===== config.mk =====
export PLATFORM = sky130hd
export DESIGN_NAME = muldiv_ctrl_flat
export DESIGN_NICKNAME = d
export VERILOG_FILES = /design/src/rtl/muldiv_ctrl_pkg.sv /design/src/rtl/muldiv_ctrl_if.sv /design/src/rtl/muldiv_ctrl_iter.sv /design/src/rtl/muldiv_ctrl.sv /design/src/flat_wrapper.sv
export SDC_FILE = /design/constraint.sdc
export NUM_CORES = 1
export LEC_CHECK = 0
export ABC_CLOCK_PERIOD_IN_PS = 3910
export BUFFER_PORTS_ARGS = -buffer_cell sky130_fd_sc_hd__buf_2
export CORE_AREA = 10 10 206 208
export CTS_BUF_LIST = sky130_fd_sc_hd__clkbuf_4
export CTS_CLUSTER_SIZE = 14
export DETAILED_ROUTE_END_ITERATION = 10
export DIE_AREA = 0 0 216 218
export GPL_TIMING_DRIVEN = 0
export PLACE_DENSITY = 0.62
export SLEW_MARGIN = 25
export SYNTH_ARGS = -nofsm -noshare
export SYNTH_HDL_FRONTEND = slang
export SYNTH_HIERARCHICAL = 1
export SYNTH_SLANG_ARGS = --single-unit

===== constraint.sdc =====
create_clock -name clk -period 3.91 [get_ports clk]
set_input_delay 0.782 -clock clk [delete_from_list [all_inputs] [get_ports clk]]
set_output_delay 0.782 -clock clk [all_outputs]
set_load 0.05 [all_outputs]

===== src/rtl/muldiv_ctrl_pkg.sv =====
// Shared types and constants for the RV32M multiply/divide sequencer.
package muldiv_ctrl_pkg;

  typedef enum logic [2:0] {
    F3_MUL    = 3'b000,
    F3_MULH   = 3'b001,
    F3_MULHSU = 3'b010,
    F3_MULHU  = 3'b011,
    F3_DIV    = 3'b100,
    F3_DIVU   = 3'b101,
    F3_REM    = 3'b110,
    F3_REMU   = 3'b111
  } muldiv_funct3_t;

  typedef enum logic [1:0] {
    IDLE,
    CALC,
    FIX,
    DONE
  } muldiv_state_t;

  localparam int          MULDIV_ITERS = 32;
  localparam logic [31:0] DIV0_QUOT    = 32'hFFFF_FFFF;

endpackage


===== src/rtl/muldiv_ctrl_if.sv =====
// Request/response bundle between the EX stage and the multiply/divide sequencer.
interface muldiv_ctrl_if
  import muldiv_ctrl_pkg::*;
#(
  parameter int XLEN = 32
);
  logic            start;
  muldiv_funct3_t  funct3;
  logic [XLEN-1:0] rs1_data;
  logic [XLEN-1:0] rs2_data;
  logic            flush;
  logic            busy;
  logic            done;
  logic [XLEN-1:0] result;

  modport master (
    output start, funct3, rs1_data, rs2_data, flush,
    input  busy, done, result
  );

  modport slave (
    input  start, funct3, rs1_data, rs2_data, flush,
    output busy, done, result
  );
endinterface


===== src/rtl/muldiv_ctrl_iter.sv =====
// One combinational iteration: shift-add for multiply, restoring shift-subtract for divide.
// Latency 0 (pure combinational); no backpressure, the caller decides when to register acc_nxt.
module muldiv_ctrl_iter
  import muldiv_ctrl_pkg::*;
#(
  parameter int XLEN = 32
) (
  input  logic              is_div,
  input  logic [2*XLEN-1:0] acc,
  input  logic [XLEN-1:0]   operand,
  output logic [2*XLEN-1:0] acc_nxt
);
  logic [XLEN:0] mul_sum;
  logic [XLEN:0] div_diff;

  always_comb begin
    mul_sum  = {1'b0, acc[2*XLEN-1:XLEN]} + (acc[0] ? {1'b0, operand} : '0);
    // The shifted partial remainder can reach 33 bits for divisors above 2^31;
    // a negative trial result always shows up in bit XLEN of the difference.
    div_diff = acc[2*XLEN-1:XLEN-1] - {1'b0, operand};
    acc_nxt  = {mul_sum, acc[XLEN-1:1]};
    if (is_div) begin
      if (div_diff[XLEN]) begin
        acc_nxt = {acc[2*XLEN-2:0], 1'b0};
      end else begin
        acc_nxt = {div_diff[XLEN-1:0], acc[XLEN-2:0], 1'b1};
      end
    end
  end
endmodule


===== src/rtl/muldiv_ctrl.sv =====
// Iterative RV32M sequencer: 32 datapath steps plus sign fix-up; done pulse in cycle 34 (cycle 1 for special cases).
// No queueing: start is only sampled in IDLE, busy stalls the requester, flush aborts without a done pulse.
module muldiv_ctrl
  import muldiv_ctrl_pkg::*;
#(
  parameter int XLEN  = 32,
  parameter int CNT_W = 6
) (
  input  logic         clk,
  input  logic         rst,
  muldiv_ctrl_if.slave bus
);
  localparam logic [XLEN-1:0] INT_MIN = {1'b1, {(XLEN-1){1'b0}}};

  muldiv_state_t     state, state_nxt;
  muldiv_funct3_t    op_q;
  logic              neg_a_q, neg_b_q;
  logic [XLEN-1:0]   opnd_q;
  logic [XLEN-1:0]   result_q;
  logic [2*XLEN-1:0] acc_q, acc_nxt;
  logic [CNT_W-1:0]  cnt_q;

  logic [2:0]        f3;
  logic              sgn_a, sgn_b, neg_a, neg_b, is_div, div0, ovf, special, accept;
  logic [XLEN-1:0]   mag_a, mag_b, special_res;

  assign f3      = bus.funct3;
  assign is_div  = f3[2];
  assign sgn_a   = bus.funct3 inside {F3_MULH, F3_MULHSU, F3_DIV, F3_REM};
  assign sgn_b   = bus.funct3 inside {F3_MULH, F3_DIV, F3_REM};
  assign neg_a   = sgn_a & bus.rs1_data[XLEN-1];
  assign neg_b   = sgn_b & bus.rs2_data[XLEN-1];
  // INT_MIN negates to itself, which is its correct unsigned magnitude
  assign mag_a   = neg_a ? -bus.rs1_data : bus.rs1_data;
  assign mag_b   = neg_b ? -bus.rs2_data : bus.rs2_data;
  assign div0    = is_div && (bus.rs2_data == '0);
  assign ovf     = (bus.funct3 == F3_DIV || bus.funct3 == F3_REM) &&
                   (bus.rs1_data == INT_MIN) && (bus.rs2_data == '1);
  assign special = div0 || ovf;
  assign special_res = div0 ? (f3[1] ? bus.rs1_data : DIV0_QUOT)
                            : (f3[1] ? '0 : INT_MIN);
  assign accept  = (state == IDLE) && bus.start && !bus.flush;

  muldiv_ctrl_iter #(.XLEN(XLEN)) u_iter (
    .is_div  (op_q[2]),
    .acc     (acc_q),
    .operand (opnd_q),
    .acc_nxt (acc_nxt)
  );

  logic [2*XLEN-1:0] prod_fix;
  logic [XLEN-1:0]   quot_fix, rem_fix, fix_res;

  always_comb begin
    prod_fix = (neg_a_q ^ neg_b_q) ? -acc_q : acc_q;
    quot_fix = (neg_a_q ^ neg_b_q) ? -acc_q[XLEN-1:0] : acc_q[XLEN-1:0];
    rem_fix  = neg_a_q ? -acc_q[2*XLEN-1:XLEN] : acc_q[2*XLEN-1:XLEN];
    case (op_q)
      F3_MUL:                       fix_res = prod_fix[XLEN-1:0];
      F3_MULH, F3_MULHSU, F3_MULHU: fix_res = prod_fix[2*XLEN-1:XLEN];
      F3_DIV, F3_DIVU:              fix_res = quot_fix;
      default:                      fix_res = rem_fix;
    endcase
  end

  always_ff @(posedge clk) begin
    if (!rst) begin
      state <= IDLE;
    end else begin
      state <= state_nxt;
    end
  end

  always_comb begin
    state_nxt = state;
    bus.busy  = (state != IDLE);
    bus.done  = 1'b0;
    case (state)
      IDLE: if (accept) state_nxt = special ? DONE : CALC;
      CALC: begin
        if (bus.flush) begin
          state_nxt = IDLE;
        end else if (cnt_q == CNT_W'(MULDIV_ITERS - 1)) begin
          state_nxt = FIX;
        end
      end
      FIX:  state_nxt = bus.flush ? IDLE : DONE;
      DONE: begin
        state_nxt = IDLE;
        bus.done  = !bus.flush;
      end
      default: state_nxt = IDLE;
    endcase
  end

  always_ff @(posedge clk) begin
    if (!rst) begin
      op_q     <= F3_MUL;
      neg_a_q  <= 1'b0;
      neg_b_q  <= 1'b0;
      opnd_q   <= '0;
      acc_q    <= '0;
      cnt_q    <= '0;
      result_q <= '0;
    end else begin
      case (state)
        IDLE: begin
          if (accept) begin
            op_q    <= bus.funct3;
            neg_a_q <= neg_a;
            neg_b_q <= neg_b;
            cnt_q   <= '0;
            // Divide keeps the dividend in the low half; multiply keeps the multiplier there.
            if (is_div) begin
              acc_q  <= {{XLEN{1'b0}}, mag_a};
              opnd_q <= mag_b;
            end else begin
              acc_q  <= {{XLEN{1'b0}}, mag_b};
              opnd_q <= mag_a;
            end
            if (special) result_q <= special_res;
          end
        end
        CALC: begin
          acc_q <= acc_nxt;
          cnt_q <= cnt_q + CNT_W'(1);
        end
        FIX: if (!bus.flush) result_q <= fix_res;
        default: ;
      endcase
    end
  end

  assign bus.result = result_q;
endmodule


===== src/flat_wrapper.sv =====
// flat-port wrapper written by rule: the top's interface ports become plain ports
module muldiv_ctrl_flat import muldiv_ctrl_pkg::*;
#(
  parameter int XLEN  = 32,
  parameter int CNT_W = 6
)
  (clk, rst, bus_start, bus_funct3, bus_rs1_data, bus_rs2_data, bus_flush, bus_busy, bus_done, bus_result);
  muldiv_ctrl_if #(.XLEN(XLEN)) bus_i ();
  input  logic clk;
  input  logic rst;
  input wire logic [$bits(bus_i.start)-1:0] bus_start;
  input wire logic [$bits(bus_i.funct3)-1:0] bus_funct3;
  input wire logic [$bits(bus_i.rs1_data)-1:0] bus_rs1_data;
  input wire logic [$bits(bus_i.rs2_data)-1:0] bus_rs2_data;
  input wire logic [$bits(bus_i.flush)-1:0] bus_flush;
  output wire logic [$bits(bus_i.busy)-1:0] bus_busy;
  output wire logic [$bits(bus_i.done)-1:0] bus_done;
  output wire logic [$bits(bus_i.result)-1:0] bus_result;
  assign bus_i.start = bus_start;
  assign bus_i.funct3 = bus_funct3;
  assign bus_i.rs1_data = bus_rs1_data;
  assign bus_i.rs2_data = bus_rs2_data;
  assign bus_i.flush = bus_flush;
  assign bus_busy = bus_i.busy;
  assign bus_done = bus_i.done;
  assign bus_result = bus_i.result;
  muldiv_ctrl #(.XLEN(XLEN), .CNT_W(CNT_W)) u_core (.clk(clk), .rst(rst), .bus(bus_i));
endmodule

### Word-level counts from Yosys, hierarchy flattened

Index checks and enable logic that the tools add are counted.

| storage, ports and cells | value |
|---|---|
| register bits | 141 |
| input bits | 71 |
| output and inout port bits | 34 |
| word-level logic and storage cells | 89 |

| cells by class | value |
|---|---|
| add/sub/neg operators | 8 |
| equal/unequal tests | 19 |
| multiplexer cells | 29 |
| bitwise logic cells | 3 |
| reduce and logical (&&, ||, !) cells | 22 |

Operators with widths:

| cell | number |
|---|---|
| $mux W32 | 13 |
| $mux W64 | 4 |
| $neg A32 Y32 | 4 |
| $pmux W64 S2 | 1 |
| $pmux W32 S3 | 1 |
| $eq A32 B32 Y1 const B | 2 |
| $neg A64 Y64 | 1 |
| $pmux W32 S2 | 1 |
| $add A32 B33 Y33 | 1 |
| $sub A33 B32 Y33 | 1 |
| $logic_not A32 Y1 | 1 |
| $eq A3 B3 Y1 const B | 4 |
| $pmux W6 S2 | 1 |
| $mux W2 | 5 |
| $eq A3 B2 Y1 const B | 3 |
| $pmux W2 S4 | 1 |
| $add A6 B1 Y6 const B | 1 |
| $eq A3 B1 Y1 const B | 2 |
| $eq A6 B5 Y1 const B | 1 |
| $mux W6 | 1 |
| $reduce_and A2 Y1 | 3 |
| $reduce_bool A2 Y1 | 3 |
| $logic_and A1 B1 Y1 | 5 |
| $eq A2 B2 Y1 const B | 2 |
| 16 further kinds | 19 |

### Depth between registers and ports, before layout

| depth | value |
|---|---|
| depth after elaboration | 8 |
| mapped depth | 15 |
| mapped depth without buffers | 14 |

### By module

The synthesis kept the hierarchy.

Modules (own cells, without submodules):

| module | times used | cells an instance | area each (µm²) | sequential area each (µm²) |
|---|---|---|---|---|
| muldiv_ctrl | 1 | 1483 | 10560.1 | 2822.7 |
| muldiv_ctrl_iter | 1 | 664 | 4580.6 | 0.0 |

### Worst setup path before layout

Ideal clock, no wire load.

| path | value |
|---|---|
| path type | in2reg |
| from | input port bus_rs1_data[0] |
| to | register u_core.result_q[14] (netlist: u_core/bus.result[14]) |
| library setup time | 0.120 ns |
| arrival time | 3.063 ns |
| data required time | 3.790 ns |
| path slack | 0.727 ns |
| cell stages on the path | 10 |
| cells stage by stage | inv_1 > ha_1 > or3b_2 > or4_1 > nor3_4 > a32oi_1 > o21ai_2 > buf_6 > o21ai_0 > o31a_1 |

| on the way | value |
|---|---|
| longest elaborated chain between the ends | 6 |

RTL lines:

| what | RTL line | text |
|---|---|---|
| from (decl) | flat_wrapper.sv:13 | `input wire logic [$bits(bus_i.rs1_data)-1:0] bus_rs1_data;` |
| $eq A32 B32 Y1 | muldiv_ctrl.sv:38 | `(bus.rs1_data == INT_MIN) && (bus.rs2_data == '1);` |
| $logic_and A1 B1 Y1 | muldiv_ctrl.sv:37 | `assign ovf = (bus.funct3 == F3_DIV \|\| bus.funct3 == F3_REM) &&` |
| $logic_and A1 B1 Y1 | muldiv_ctrl.sv:38 |  |
| $logic_or A1 B1 Y1 | muldiv_ctrl.sv:39 | `assign special = div0 \|\| ovf;` |
| $ne A2 B1 Y1 (no source line) | - |  |
| $reduce_and A4 Y1 (no source line) | - |  |
| to (signal assigned) | muldiv_ctrl.sv:121 | `if (special) result_q <= special_res;` |
| to (signal assigned) | muldiv_ctrl.sv:128 | `FIX: if (!bus.flush) result_q <= fix_res;` |
| to (decl) | muldiv_ctrl.sv:19 | `logic [XLEN-1:0] result_q;` |

Every way passes these cells.
A chain may end at the register's enable or synchronous reset.

### Final worst setup path

| path | value |
|---|---|
| from | register u_core.acc_q[34] |
| to | register u_core.result_q[21] (netlist: u_core/bus.result[21]) |

| on the way | value |
|---|---|
| longest elaborated chain between the ends | 5 |
| elaborated cells between the ends (all ways) | 7 |
| classes of those cells | add/sub: 2; mux: 5 |

RTL lines:

| what | RTL line | text |
|---|---|---|
| from (decl) | muldiv_ctrl.sv:20 | `logic [2*XLEN-1:0] acc_q, acc_nxt;` |
| from (signal assigned) | muldiv_ctrl.sv:115 | `acc_q <= {{XLEN{1'b0}}, mag_a};` |
| from (signal assigned) | muldiv_ctrl.sv:118 | `acc_q <= {{XLEN{1'b0}}, mag_b};` |
| from (signal assigned) | muldiv_ctrl.sv:125 | `acc_q <= acc_nxt;` |
| $neg A64 Y64 or $neg A32 Y32 (tied branches) | muldiv_ctrl.sv:55, muldiv_ctrl.sv:57 |  |
| $mux W64 or $mux W32 (tied branches) | muldiv_ctrl.sv:55, muldiv_ctrl.sv:57 |  |
| $pmux W32 S3 (*) | muldiv_ctrl.sv:58 | `case (op_q)` |
| $mux W32 (*) | muldiv_ctrl.sv:128 |  |
| $pmux W32 S2 (*) | muldiv_ctrl.sv:106 | `case (state)` |

Mark *: on every way between the ends. The rest lies on a longest branch, timed or not. The select of a mux whose other input is x is not followed.

==> results.txt <==
----------------------------------------------------
[GRT]
  First-pass GRT wire length ... 103300 µm
  Overall track demand over capacity in global routing ... 28.50%
  Vias in the first global route ... 16400
  Remaining global-route overflow ... 0
  Maximum number of pins on one net before global-route repair ... 17
  Antenna violations before repair ... 6

[Worst hold path]
  Worst Hold Class ... flop to flop
  Number of cells traversed by the worst hold path ... 2
  End point of the worst hold path ... u_core/bus.result[30]
  Worst Min Path Start ... u_core/bus.result[30]

[Finish]
  Final-stage net count ... 2412
  Area growth from synthesis to layout ... 10.08%
  Most frequent standard cell in the layout excluding fill and tap cells ... nand2_1
  Top library cells by usage in the layout, fill and taps aside ... 233 x nand2_1, 206 x a21oi_1, 169 x nor2_1, 138 x dfxtp_1, 134 x clkbuf_1
  Fillcell total ... 4116
  Fraction of layout instances using a drive strength above 1 ... 10.60%
  Utilization after layout ... 43.53%

[Yosys]
  Cell accounting for the most synthesized area ... dfxtp_1
  Register bit total from synthesis ... 141
  Average cell area after synthesis ... 7.052 µm²
  Post-synth net total ... 2290
  Mapped Area ... 0.01514 mm²
  Sequential area share after synthesis ... 18.64%
  Yosys top cell area share ... 18.64%
  Number of warnings reported in the yosys synthesis log ... 6
  Primary flip-flop cell chosen by synthesis mapping ... dfxtp_1
  Cells taking the most area after synthesis ... dfxtp_1 19%, a21oi_1 6.8%, xnor2_1 5.8%
  Post-synth EDFFs ... 0
  Distinct cells, synth ... 96
  Post-synth ARST share ... 0%
  Syn Inst Count ... 2147

[Power and ir drop]
  Worst voltage drop across the vdd grid ... 0.1383 mV
  P_leak ... 6.383 nW
  Pwr Density ... 254.3 mW/mm²

[Drt]
  Detailed-route via count ... 17810
  Drt first pass iters ... 8
  Initial DRC Count ... 2307
  Post-route DRC violation count ... 0
  Total detailed-routing wirelength ... 70990 µm
  Via/cell ratio ... 6.359
  Post-DRT Antenna Nets ... 0
  Average routed wire per standard cell ... 25.34 µm

[Clocking]
  Root buffer selected by CTS ... clkbuf_4
  Hold-fix buffers, CTS ... 0
  Clock tree buffer depth ... 2
  TritonCTS sink count ... 141
  CTS clk-pin slew, worst paths ... 150 ps
  Clk Latency, worst-skew pair ... 610 ps
  TritonCTS clock tree ... yes
  TritonCTS Buffers ... 17
  CTS H-tree depth ... 4

[Critical path]
  Count of cells along the worst register-to-register path ... 9
  Count of buffer and inverter cells on the critical path ... 2
  Required @ worst endpoint ... 4380 ps
  Critical path class ... flop to flop
  Biggest cell delay along the critical path ... 960 ps
  Cell type of the slowest stage on the worst timing path ... nor4_1
  Crit path max fanout ... 8
  Crit path cell chain ... clkbuf_1, or2_2, clkbuf_1, nor4_1, nand4_1, o21ai_0, xnor2_1, a21oi_1, o22ai_1
  Reg2reg start ... u_core/acc_q[34]
  Crit end category ... flop
  Dominant delay contributor by cell family on the critical path ... simple AND/OR/NAND/NOR gates
  Startpoint types ... flop
  Critical path's most frequent cell ... clkbuf_1
  Endpoint of the lowest-slack register-to-register path ... u_core/bus.result[21]
  Arrival time of data at the critical path endpoint ... 4320 ps
  Reg-to-reg slack, setup ... 60 ps

[Floorplanning]
  Die span in x ... 216 µm
  Num ports ... 105
  Die Footprint ... 0.04709 mm²
  Initial standard-cell utilization of the core ... 39.55%
  DIE HEIGHT ... 218 µm
  Placeable core region ... 0.03829 mm²
  Rows ... 72

[Placed design]
  DPL Wire Length ... 57080 µm
  Weighted congestion at the end of routability-driven global placement ... 1.063
  Number of buffers inserted by port buffering ... 100

[Timing]
  Number of max-slew violations in the final report ... 0
  Setup repair after global routing missed its margin ... false
  Time the worst path needs with I/O delays and setup ... 3852 ps
  Worst hold-check slack ... 491.9 ps
  Crit share post-route ... 98.51%
  Clock skew after layout ... 45.37 ps
  Fmax achieved ... 259.6 MHz
  Hold violation total from the final report ... 0
  Transition time at the pin with the least slew margin ... 1074 ps
  Worst relative slew slack ... 27.72%
  Number of setup violations in the final report ... 0

[Run]
  Reported max-cap violation count ... 0

[Run status]
  Status ... complete, no violations

----------------------------------------------------
kinds of logic after synthesis:
family | after synthesis | share of synthesized area (%)
simple gates | 766 | 25.00
compound gates | 709 | 30.31
buf+inv | 235 | 6.173
xor+xnor | 172 | 10.12
flops | 141 | 18.64
fa+ha+maj | 72 | 6.049
mux | 52 | 3.702
layout make-up:
type | count | area, µm² | area share [%]
clock buffer | 18 | 135.1 | 0.8108
clock inverter | 14 | 127.6 | 0.7657
sequential | 141 | 2829 | 16.97
timing repair buffer | 103 | 535.5 | 3.213
multi-input combinational | 1771 | 11450 | 68.71
inverter | 68 | 255.2 | 1.531
buffer | 167 | 681.9 | 4.091
antenna | 1 | 2.502 | 0.01501
tap | 518 | 648.1 | 3.889
per-layer routing:
| metal | up-vias | wire length, µm | GRT usage (%) |
|---|---|---|---|
| met3 | 204 | 7011 | 6.394 |
| met2 | 1058 | 30400 | 43.91 |
| met5 | - | 37 | 0 |
| met1 | 8398 | 29820 | 36.93 |
| met4 | 4 | 3714 | 13.98 |
| li1 | 8148 | - | - |
synthesized netlist by cell type, drive strengths merged (42+ instances only):
cell type  number
and2           42
inv            68
nand3          91
a21oi         210
ha             70
xnor2         102
nor2          169
nand2         233
a31oi          63
clkbuf        138
dfxtp         141
nor3           43
xor2           70
o21ai         137
report_power, final:
part	total, mW	switching, mW	leakage (nW)	internal, mW
Combinational	1.69	1.12	5.09	0.570
Sequential	1.60	0.112	1.15	1.49
Clock	0.951	0.667	0.144	0.285
Total	4.24	1.90	6.38	2.34
how the worst max path moves through the flow:
stage | slack (ps) | from | endpoint | cells after the start
after global placement | -260 | u_core/acc_q[0] | u_core/acc_q[59] | 14
after detailed placement | -230 | u_core/acc_q[0] | u_core/acc_q[59] | 14
after floorplan | 730 | bus_rs1_data[0] | u_core/bus.result[14] | 10
final | 60 | u_core/acc_q[34] | u_core/bus.result[21] | 9
after CTS | 8 | u_core/acc_q[31] | u_core/acc_q[43] | 15
after global routing | 7 | u_core/acc_q[31] | u_core/acc_q[59] | 15
per-stage QoR:
stage          std cells  TNS [ps]  total power [mW]  area [µm²]  setup WS [ps]
2_1_floorplan       2147         0             2.646       15140          727.1
3_3_place_gp        2765     -1595             3.212       16290         -264.7
3_5_place_dp        2765     -1487             3.215       16300         -233.3
4_1_cts             2797         0             4.153       16570          7.750
5_1_grt             2801         0             4.400       16670          7.243
6_report            2801         0             4.239       16670          58.36
tightest hold or removal path: stages (launching register included):
cell	delay, ps
dfxtp_1	340
nand2_1	50
o22ai_1	70
sequential cells by signal (all words and copies together) (netlist names):
name               cells
u_core/acc_q          64
u_core/bus.result     32
u_core/opnd_q         32
u_core/cnt_q           6
u_core/op_q            3
u_core/state           2
u_core/neg_a_q         1
u_core/neg_b_q         1
timing repair:
action	in CTS	in global routing
gates resized for setup	5	8
setup endpoints to repair	13	31
pin swaps	1	2
setup buffers	0	3
hold endpoints to repair	0	0
gates cloned	0	0
Note: power is estimated with default switching activity, not from simulation.
